$ cat src/rtl/mic_clk_gen.sv
// mic_clk_gen: runtime-programmable microphone clock generator.
// Derives a 50%-duty bit clock (sck) and a frame word-select (ws) from clk_in.
// The ratios are programmable through a valid/ready config port. While the
// generator runs, a new config is held pending and only takes effect at a
// frame boundary. A lock-gated sequencer holds rst_mic_n low until
// RST_HOLD_FRAMES frames have started with the PLL locked.
//
// Ports:
//   clk_in        sole clock
//   rst_n         asynchronous active-low reset
//   pll_lock      PLL lock, asynchronous; passed through a 2-flop synchroniser
//   en            run request
//   cfg_valid     config offer
//   cfg_ready     config accept-ready (low while a config is pending)
//   cfg_sck_half  requested sck half-period in clk_in cycles (0 -> 1)
//   cfg_ws_ratio  requested sck periods per frame (forced even, >= 2)
//   sck           bit clock
//   sck_rise      high in the first cycle sck is 1
//   sck_fall      high in the first cycle sck is 0 after a high phase
//   ws            word select, 0 = first half-frame
//   ws_start      one-cycle frame-start strobe
//   rst_mic_n     downstream reset, active low
//   busy          high while running or finishing the last frame
module mic_clk_gen #(
  parameter int unsigned DIV_W           = 8,
  parameter int unsigned RATIO_W         = 8,
  parameter int unsigned DEF_SCK_HALF    = 5,
  parameter int unsigned DEF_WS_RATIO    = 64,
  parameter int unsigned RST_HOLD_FRAMES = 4
) (
  input  logic               clk_in,
  input  logic               rst_n,
  input  logic               pll_lock,
  input  logic               en,
  input  logic               cfg_valid,
  output logic               cfg_ready,
  input  logic [DIV_W-1:0]   cfg_sck_half,
  input  logic [RATIO_W-1:0] cfg_ws_ratio,
  output logic               sck,
  output logic               sck_rise,
  output logic               sck_fall,
  output logic               ws,
  output logic               ws_start,
  output logic               rst_mic_n,
  output logic               busy
);

  localparam int unsigned     FC_W = $clog2(RST_HOLD_FRAMES + 1);
  localparam logic [FC_W-1:0] HOLD = FC_W'(RST_HOLD_FRAMES);

  typedef enum logic [1:0] {
    OFF       = 2'd0,
    RUN       = 2'd1,
    STOP_PEND = 2'd2
  } state_t;

  state_t state, state_n;

  logic               lock_meta, lock_s;
  logic [DIV_W-1:0]   act_half, pend_half, san_half;
  logic [DIV_W-1:0]   half_cnt, half_cnt_n;
  logic [RATIO_W-1:0] act_ratio, pend_ratio, san_ratio;
  logic [RATIO_W-1:0] bit_cnt, bit_cnt_n;
  logic               pend_valid;
  logic [FC_W-1:0]    frame_cnt;
  logic               tick, fall_tick, boundary, frame_start;
  logic               accept, apply, sck_n, ws_n;

  assign cfg_ready = ~pend_valid;
  assign busy      = (state != OFF);
  assign accept    = cfg_valid & ~pend_valid;

  // Sanitise the offered config: half >= 1, ratio even and >= 2.
  always_comb begin
    san_half  = (cfg_sck_half == '0) ? DIV_W'(1) : cfg_sck_half;
    san_ratio = {cfg_ws_ratio[RATIO_W-1:1], 1'b0};
    if (san_ratio < RATIO_W'(2)) san_ratio = RATIO_W'(2);
  end

  // Next state. A frame boundary is the sck falling toggle that ends the
  // last bit of the frame; whether the next frame starts is decided by en
  // at that point, so a stop never truncates a frame.
  always_comb begin
    tick        = (half_cnt == act_half - DIV_W'(1));
    fall_tick   = tick & sck;
    boundary    = fall_tick & (bit_cnt == act_ratio - RATIO_W'(1));
    state_n     = state;
    frame_start = 1'b0;
    unique case (state)
      OFF: begin
        if (en && lock_s) begin
          state_n     = RUN;
          frame_start = 1'b1;
        end
      end
      RUN, STOP_PEND: begin
        if (!lock_s) begin
          state_n = OFF;
        end else if (boundary) begin
          state_n     = en ? RUN : OFF;
          frame_start = en;
        end else begin
          state_n = en ? RUN : STOP_PEND;
        end
      end
      default: state_n = OFF;
    endcase
  end

  // Pending config lands at every boundary (including the one that stops the
  // generator) and on entry from OFF, but never on lock loss.
  assign apply = pend_valid & lock_s &
                 (((state == OFF) & en) | ((state != OFF) & boundary));

  // Counter / output next values.
  always_comb begin
    half_cnt_n = '0;
    bit_cnt_n  = '0;
    sck_n      = 1'b0;
    ws_n       = 1'b0;
    if (state_n != OFF && !frame_start) begin
      half_cnt_n = tick ? '0 : half_cnt + DIV_W'(1);
      sck_n      = tick ? ~sck : sck;
      bit_cnt_n  = bit_cnt;
      ws_n       = ws;
      if (fall_tick) begin
        bit_cnt_n = bit_cnt + RATIO_W'(1);
        ws_n      = (bit_cnt_n >= (act_ratio >> 1));
      end
    end
  end

  always_ff @(posedge clk_in or negedge rst_n) begin
    if (!rst_n) state <= OFF;
    else        state <= state_n;
  end

  always_ff @(posedge clk_in or negedge rst_n) begin
    if (!rst_n) begin
      lock_meta  <= 1'b0;
      lock_s     <= 1'b0;
      half_cnt   <= '0;
      bit_cnt    <= '0;
      sck        <= 1'b0;
      ws         <= 1'b0;
      sck_rise   <= 1'b0;
      sck_fall   <= 1'b0;
      ws_start   <= 1'b0;
      act_half   <= DIV_W'(DEF_SCK_HALF);
      act_ratio  <= RATIO_W'(DEF_WS_RATIO);
      pend_half  <= '0;
      pend_ratio <= '0;
      pend_valid <= 1'b0;
      frame_cnt  <= '0;
      rst_mic_n  <= 1'b0;
    end else begin
      lock_meta <= pll_lock;
      lock_s    <= lock_meta;
      half_cnt  <= half_cnt_n;
      bit_cnt   <= bit_cnt_n;
      sck       <= sck_n;
      ws        <= ws_n;
      sck_rise  <= ~sck & sck_n;
      sck_fall  <= sck & ~sck_n;
      ws_start  <= frame_start;

      // apply and accept are exclusive: accept needs no pending config.
      if (apply) begin
        act_half   <= pend_half;
        act_ratio  <= pend_ratio;
        pend_valid <= 1'b0;
      end
      if (accept) begin
        if (state == OFF) begin
          act_half  <= san_half;
          act_ratio <= san_ratio;
        end else begin
          pend_half  <= san_half;
          pend_ratio <= san_ratio;
          pend_valid <= 1'b1;
        end
      end

      if (!lock_s) begin
        frame_cnt <= '0;
        rst_mic_n <= 1'b0;
      end else if (ws_start) begin
        if (frame_cnt != HOLD) frame_cnt <= frame_cnt + FC_W'(1);
        if (frame_cnt >= HOLD - FC_W'(1)) rst_mic_n <= 1'b1;
      end
    end
  end

endmodule

$ cat config.mk
export PLATFORM = sky130hd
export DESIGN_NAME = mic_clk_gen
export DESIGN_NICKNAME = d
export VERILOG_FILES = /design/src/rtl/mic_clk_gen.sv
export SDC_FILE = /design/constraint.sdc
export NUM_CORES = 1
export LEC_CHECK = 0
export BUFFER_PORTS_ARGS = -buffer_cell sky130_fd_sc_hd__buf_2
export CAP_MARGIN = 0
export CORE_MARGIN = 3
export CORE_UTILIZATION = 50
export DETAILED_ROUTE_END_ITERATION = 12
export GPL_TIMING_DRIVEN = 0
export MAX_ROUTING_LAYER = met4
export PLACE_DENSITY = 0.76
export SLEW_MARGIN = 20
export SYNTH_ARGS = -nofsm -noshare
export SYNTH_HDL_FRONTEND = slang
export SYNTH_SLANG_ARGS = --single-unit
$ cat constraint.sdc
create_clock -name clk_in -period 2.8 [get_ports clk_in]
set_input_delay 0.28 -clock clk_in [delete_from_list [all_inputs] [get_ports clk_in]]
set_output_delay 0.28 -clock clk_in [all_outputs]
set_load 0.005 [all_outputs]
-- Word level (Yosys, flattened, before mapping)
Cells that the tools add are included.
- shift operators: 0
- $lt $le $gt $ge: 3
- muxes and demuxes: 35
- bitwise gates (word level): 14
- div/mod/pow operators: 0
- reduce and logical (&&, ||, !) cells: 11
- $mul: 0
- equality and inequality tests: 9
- add/subtract/negate cells: 5
- operator list (operator ; count):
    two-way mux 8 bit ; 12
    adder 8 x 1 -> 8 bit, second input constant ; 2
    == test 8 bit ; 2
    subtractor 8 x 1 -> 8 bit, second input constant ; 2
    two-way mux 1 bit ; 14
    AND 1 bit ; 9
    two-way mux 3 bit ; 3
    greater-or-equal comparator 8 x 7 -> 1 bit ; 1
    zero test 8 bit ; 1
    less-than comparator 8 x 2 -> 1 bit, second input constant ; 1
    two-way mux 2 bit ; 4
    AND reduction 2 bit ; 3
    inequality test 2 x 1 -> 1 bit, second input constant ; 2
    inequality test 2 bit, second input constant ; 2
    NOT 1 bit ; 4
    one-hot mux 2 bit (2 select lines) ; 1
    nonzero test 2 bit ; 2
    adder 3 x 1 -> 3 bit, second input constant ; 1
    greater-or-equal comparator 3 x 2 -> 1 bit, second input constant ; 1
    inequality test 3 bit, second input constant ; 1
    == test 2 x 1 -> 1 bit, second input constant ; 1
    == test 2 bit, second input constant ; 1
    logical AND 1 bit ; 2
    zero test 2 bit ; 1
    4 further kinds ; 4
- logic and storage cells: 94
- bits in writable memories: 0
- bits of input ports: 21
- bits in latches: 0
- ROM bits: 0
- flip-flop bits (word level): 62
- output and inout bits: 8
- memories: 0

-- Depth between registers and ports, before layout
- word-level depth: 12
- gate-level depth with buffers: 13
- gate-level depth less buffers: 12

-- Worst setup path after synthesis
Ideal clock, no wire load.
- path type: reg2reg
- from: register act_half[1]
- to: register act_half[0]
- slack: -0.150 ns
- data required time: 2.725 ns
- stages on the path, launching flop included: 11
- clock period less this slack: 2.950 ns
- library setup time: 0.075 ns
- path buffers: 1
- arrival time: 2.875 ns
- cell sequence: dfrtp_1 -> or4_4 -> nor4_1 -> a211oi_2 -> a211oi_1 -> ha_1 -> and3_1 -> o221ai_2 -> nor4_4 -> buf_6 -> mux2i_1
- cells in the longest elaborated chain, start to end: 10
- ends and longest elaborated chain (what ; line ; RTL):
    start: declaration ; 60 ; logic [DIV_W-1:0] act_half, pend_half, san_half;
    start signal: assignment ; 149 ; act_half <= DIV_W'(DEF_SCK_HALF);
    start signal: assignment ; 169 ; act_half <= pend_half;
    start signal: assignment ; 175 ; act_half <= san_half;
    subtractor 8 x 1 -> 8 bit (*) ; 84 ; tick = (half_cnt == act_half - DIV_W'(1));
    == test 8 bit (*) ; 84 ;
    AND 1 bit (*) ; 85 ; fall_tick = tick & sck;
    AND 1 bit (*) ; 86 ; boundary = fall_tick & (bit_cnt == act_ratio - RATIO_W'(1));
    AND 1 bit (*) ; 113 ; (((state == OFF) & en) | ((state != OFF) & boundary));
    bitwise OR 1 bit (*) ; 113 ;
    AND 1 bit (*) ; 112 ; assign apply = pend_valid & lock_s &
    two-way mux 8 bit (*) ; 168 ; if (apply) begin
    two-way mux 8 bit ; 174 ; if (state == OFF) begin
    two-way mux 8 bit (*) ; 173 ; if (accept) begin
Mark *: on every way between the ends. The rest lies on a longest branch, timed or not.
A chain may end at the register's enable or synchronous reset.

-- Final worst setup path
- from: register act_half[1]
- to: register act_half[4]
Same word-level chain as after synthesis.

==> flow_summary.toml <==
[status]
status = "finished, violations left"
failed_checks = "hold timing, setup timing"

[cells_and_area]
layout-drive-gt1-share_pct = 27.22
antenna_cells_inserted = 0
layout_common_cells = "dfrtp_1, nor2_1, o21ai_0, buf_2, xor2_1"
nets = 507
syn2layout_area_growth_pct = 23.97
fin_util_pct = 65.14
final_common_cell = "dfrtp_1"

[routing]
wl_per_cell_um = 18.04
first_pass_iters = 5
drc = 0
drtIter0Drc = 302
antenna_left = 0
via_per_inst = 6.045
wirelength_um = 10340
num_vias = 3464

[grt]
antenna_found_initial = 0
grt_max_degree = 62
grt_overflow = 0
grt_pass1_wl_um = 16300
grt_pass1_vias = 3340
grt.total_usage_pct = 24.18

[synthesis]
synth_flop_cell = "dfrtp_1"
synth_cell_types = 55
synth_area_per_cell_um2 = 9.422
ys_ff_latch = 61
ys_async_sr_fraction_pct = 100.0
synth_area_um2 = 3872
ys_top_cells_by_area = "dfrtp_1, ha_1, xor2_1, o21ai_0, mux2i_1"
seq_area_frac_synth_pct = 39.52
yosys.area.top_type = "dfrtp_1"
ys_warn_count = 0
syn-num-nets = 449
syn_inst = 411
synth_top_area_share_pct = 37.48
synth_edf_count = 0

[power_and_ir_drop]
finalPower_mw = 4.333
p_per_area_nw_per_um2 = 902.7
p_leak_nw = 2.016
ir_drop_uv = 528.1

[worst_setup_path]
crit_type = "reg -> reg"
cp-end-kind = "register"
crit_arrival_ns = 3.43
required_ns = 3.07
worst-path-max-fanout = 5
critPathLaunchType = "register"

[place]
io_buffers = 27
hpwl_um = 6511
gp_congestion = 0.8203

[sta]
rsz0062_at_grt = "yes"
clock.fmax_mhz = 317.0
setup_viol = 39
final.setup.worst_slack_ns = -0.3550
report.final.hold_viol_count = 8
final_max_slew_viol_count = 0
worst_pin_slew_ns = 1.137
slew_headroom_pct = 24.09
fin_worst_skew_ns = 0.008304
whs_ns = -0.02731
finalCritPeriodShare_pct = 112.7
tns_ns = -11.67
min_period_ns = 3.155

[clock_network]
cts_tree = "done"
h-tree-depth = 3
root_buffer = "clkbuf_8"
cts_buffers = 9
clk_pin_slew_ns = 0.08
clkLatencyLatePin_ns = 0.36
max-clock-path-buffers = 2
numClockSinks = 61

[floorplan]
rows = 31
die_h_um = 94.01
die_width_um = 94.01
ioPinCount = 29
initial_core_util_pct = 52.55
dieArea_um2 = 8837
core_area_um2 = 7370

[flow_run]
max_cap_viol_count = 0

[min_path]
hp-class = "in -> async"
-- path summary, 6_finish.rpt --
check | slack, ns | from | to | cells past startpoint
worst max-delay path | -0.36 | act_half[1]$_DFF_PN0_ | act_half[4]$_DFF_PN0_ | 11
worst min-delay path | -0.03 | rst_n | bit_cnt[7]$_DFFE_PN0P_ | 1
worst max register to register | -0.36 | act_half[1]$_DFF_PN0_ | act_half[4]$_DFF_PN0_ | 11
worst min register to register | 0.35 | lock_meta$_DFF_PN0_ | lock_s$_DFF_PN0_ | 0
max in group asynchronous | 2.23 | rst_n | act_half[6]$_DFF_PN0_ | 1
min in group clk_in | 0.03 | pll_lock | lock_meta$_DFF_PN0_ | 1
-- metrics by stage --
step / setup WS, ns / hold slack (ns) / instance area [um2] / instances
after floorplan: -0.04734 / -0.01559 / 3892 / 411
after global placement: -0.5080 / 0.3384 / 4151 / 537
after detailed placement: -0.5124 / 0.3471 / 4154 / 537
after CTS: -0.2666 / 0.02462 / 4557 / 564
after global routing: -0.4155 / 0.02034 / 4801 / 573
final: -0.3550 / -0.02731 / 4801 / 573
-- sequential cells by signal, summed over array words and instances (netlist names), 2 cells and up --
name / flops
state: 2
act_half: 8
act_ratio: 8
half_cnt: 8
bit_cnt: 8
pend_ratio: 7
pend_half: 8
frame_cnt: 3
-- critical path, stage by stage (launching register included) --
cell,delay (ns)
dfrtp_1,0.42
or4_4,0.57
nor2_4,0.12
nand4b_1,0.16
a211oi_2,0.41
ha_2,0.26
and3_4,0.18
o221ai_4,0.11
nor4_4,0.28
buf_4,0.18
buf_6,0.14
mux2i_2,0.23
-- kinds of logic (layout without fill, tap and decap cells) --
logic type | count (synthesis) | in the layout | share of synthesized area [%]
AO/OA/AOI/OAI | 87 | 87 | 14.83
adder cells (fa/ha/maj) | 17 | 17 | 5.493
buffers and inverters | 44 | 107 | 4.879
XOR/XNOR | 35 | 35 | 7.916
flip-flops | 61 | 61 | 39.52
multiplexers | 29 | 29 | 7.916
AND/OR/NAND/NOR | 138 | 138 | 19.45
-- per-layer routing --
layer | global-route usage [%] | vias up | part of all wire (%) | wire length [um]
li1 | - | 1602 | - | -
met5 | - | - | 0 | 0
met1 | 31.52 | 1714 | 43 | 4413
met4 | 12.27 | 0 | 2.9 | 303
met2 | 36.78 | 123 | 49 | 5066
met3 | 3.606 | 25 | 5.4 | 554
-- report_power, final --
group / internal, mW / total [mW] / switching (mW) / leakage (nW)
clock network: 0.503 / 0.896 / 0.393 / 0.106
logic: 0.845 / 2.02 / 1.18 / 1.13
registers: 1.15 / 1.41 / 0.267 / 0.777
-- synth_stat cells (2+ instances only) --
| cell | number |
|---|---|
| a21oi_1 | 16 |
| o21a_1 | 2 |
| o32ai_1 | 3 |
| nand3_1 | 13 |
| nand4_1 | 3 |
| nor3_1 | 24 |
| nor2_1 | 40 |
| nand3b_1 | 2 |
| nand4b_1 | 3 |
| a211oi_1 | 2 |
| nor4_1 | 13 |
| and2_1 | 5 |
| nand2b_1 | 5 |
| a31oi_1 | 2 |
| buf_6 | 2 |
| a311oi_1 | 8 |
| nand2_1 | 11 |
| buf_2 | 6 |
| and3_1 | 6 |
| o21ai_0 | 36 |
| ha_1 | 17 |
| mux2i_1 | 16 |
| o31ai_1 | 2 |
| inv_1 | 21 |
| xnor2_1 | 14 |
| mux2_2 | 13 |
| o31a_1 | 2 |
| dfrtp_1 | 58 |
| xor2_1 | 21 |
| a211oi_2 | 2 |
| a21o_1 | 4 |
| dfstp_2 | 3 |
| clkbuf_1 | 14 |
-- cell type report --
cell class / count / area [um2]
fillers: 583 / 2569
multi-input cells: 306 / 2405
flip-flops and latches: 61 / 1534
repair buffers: 47 / 310.3
plain buffers: 23 / 127.6
clock buffers: 9 / 123.9
well taps: 99 / 123.9
clock inverters: 7 / 97.59
inverters: 21 / 78.83
-- repair_timing --
item / CTS / global route
resized for setup: 24 / 33
cloned: 2 / 1
pin swaps: 12 / 12
setup endpoints to repair: 39 / 39
hold buffers: 0 / 0
setup buffers: 9 / 8
Note: power is estimated with default switching activity, not from simulation.
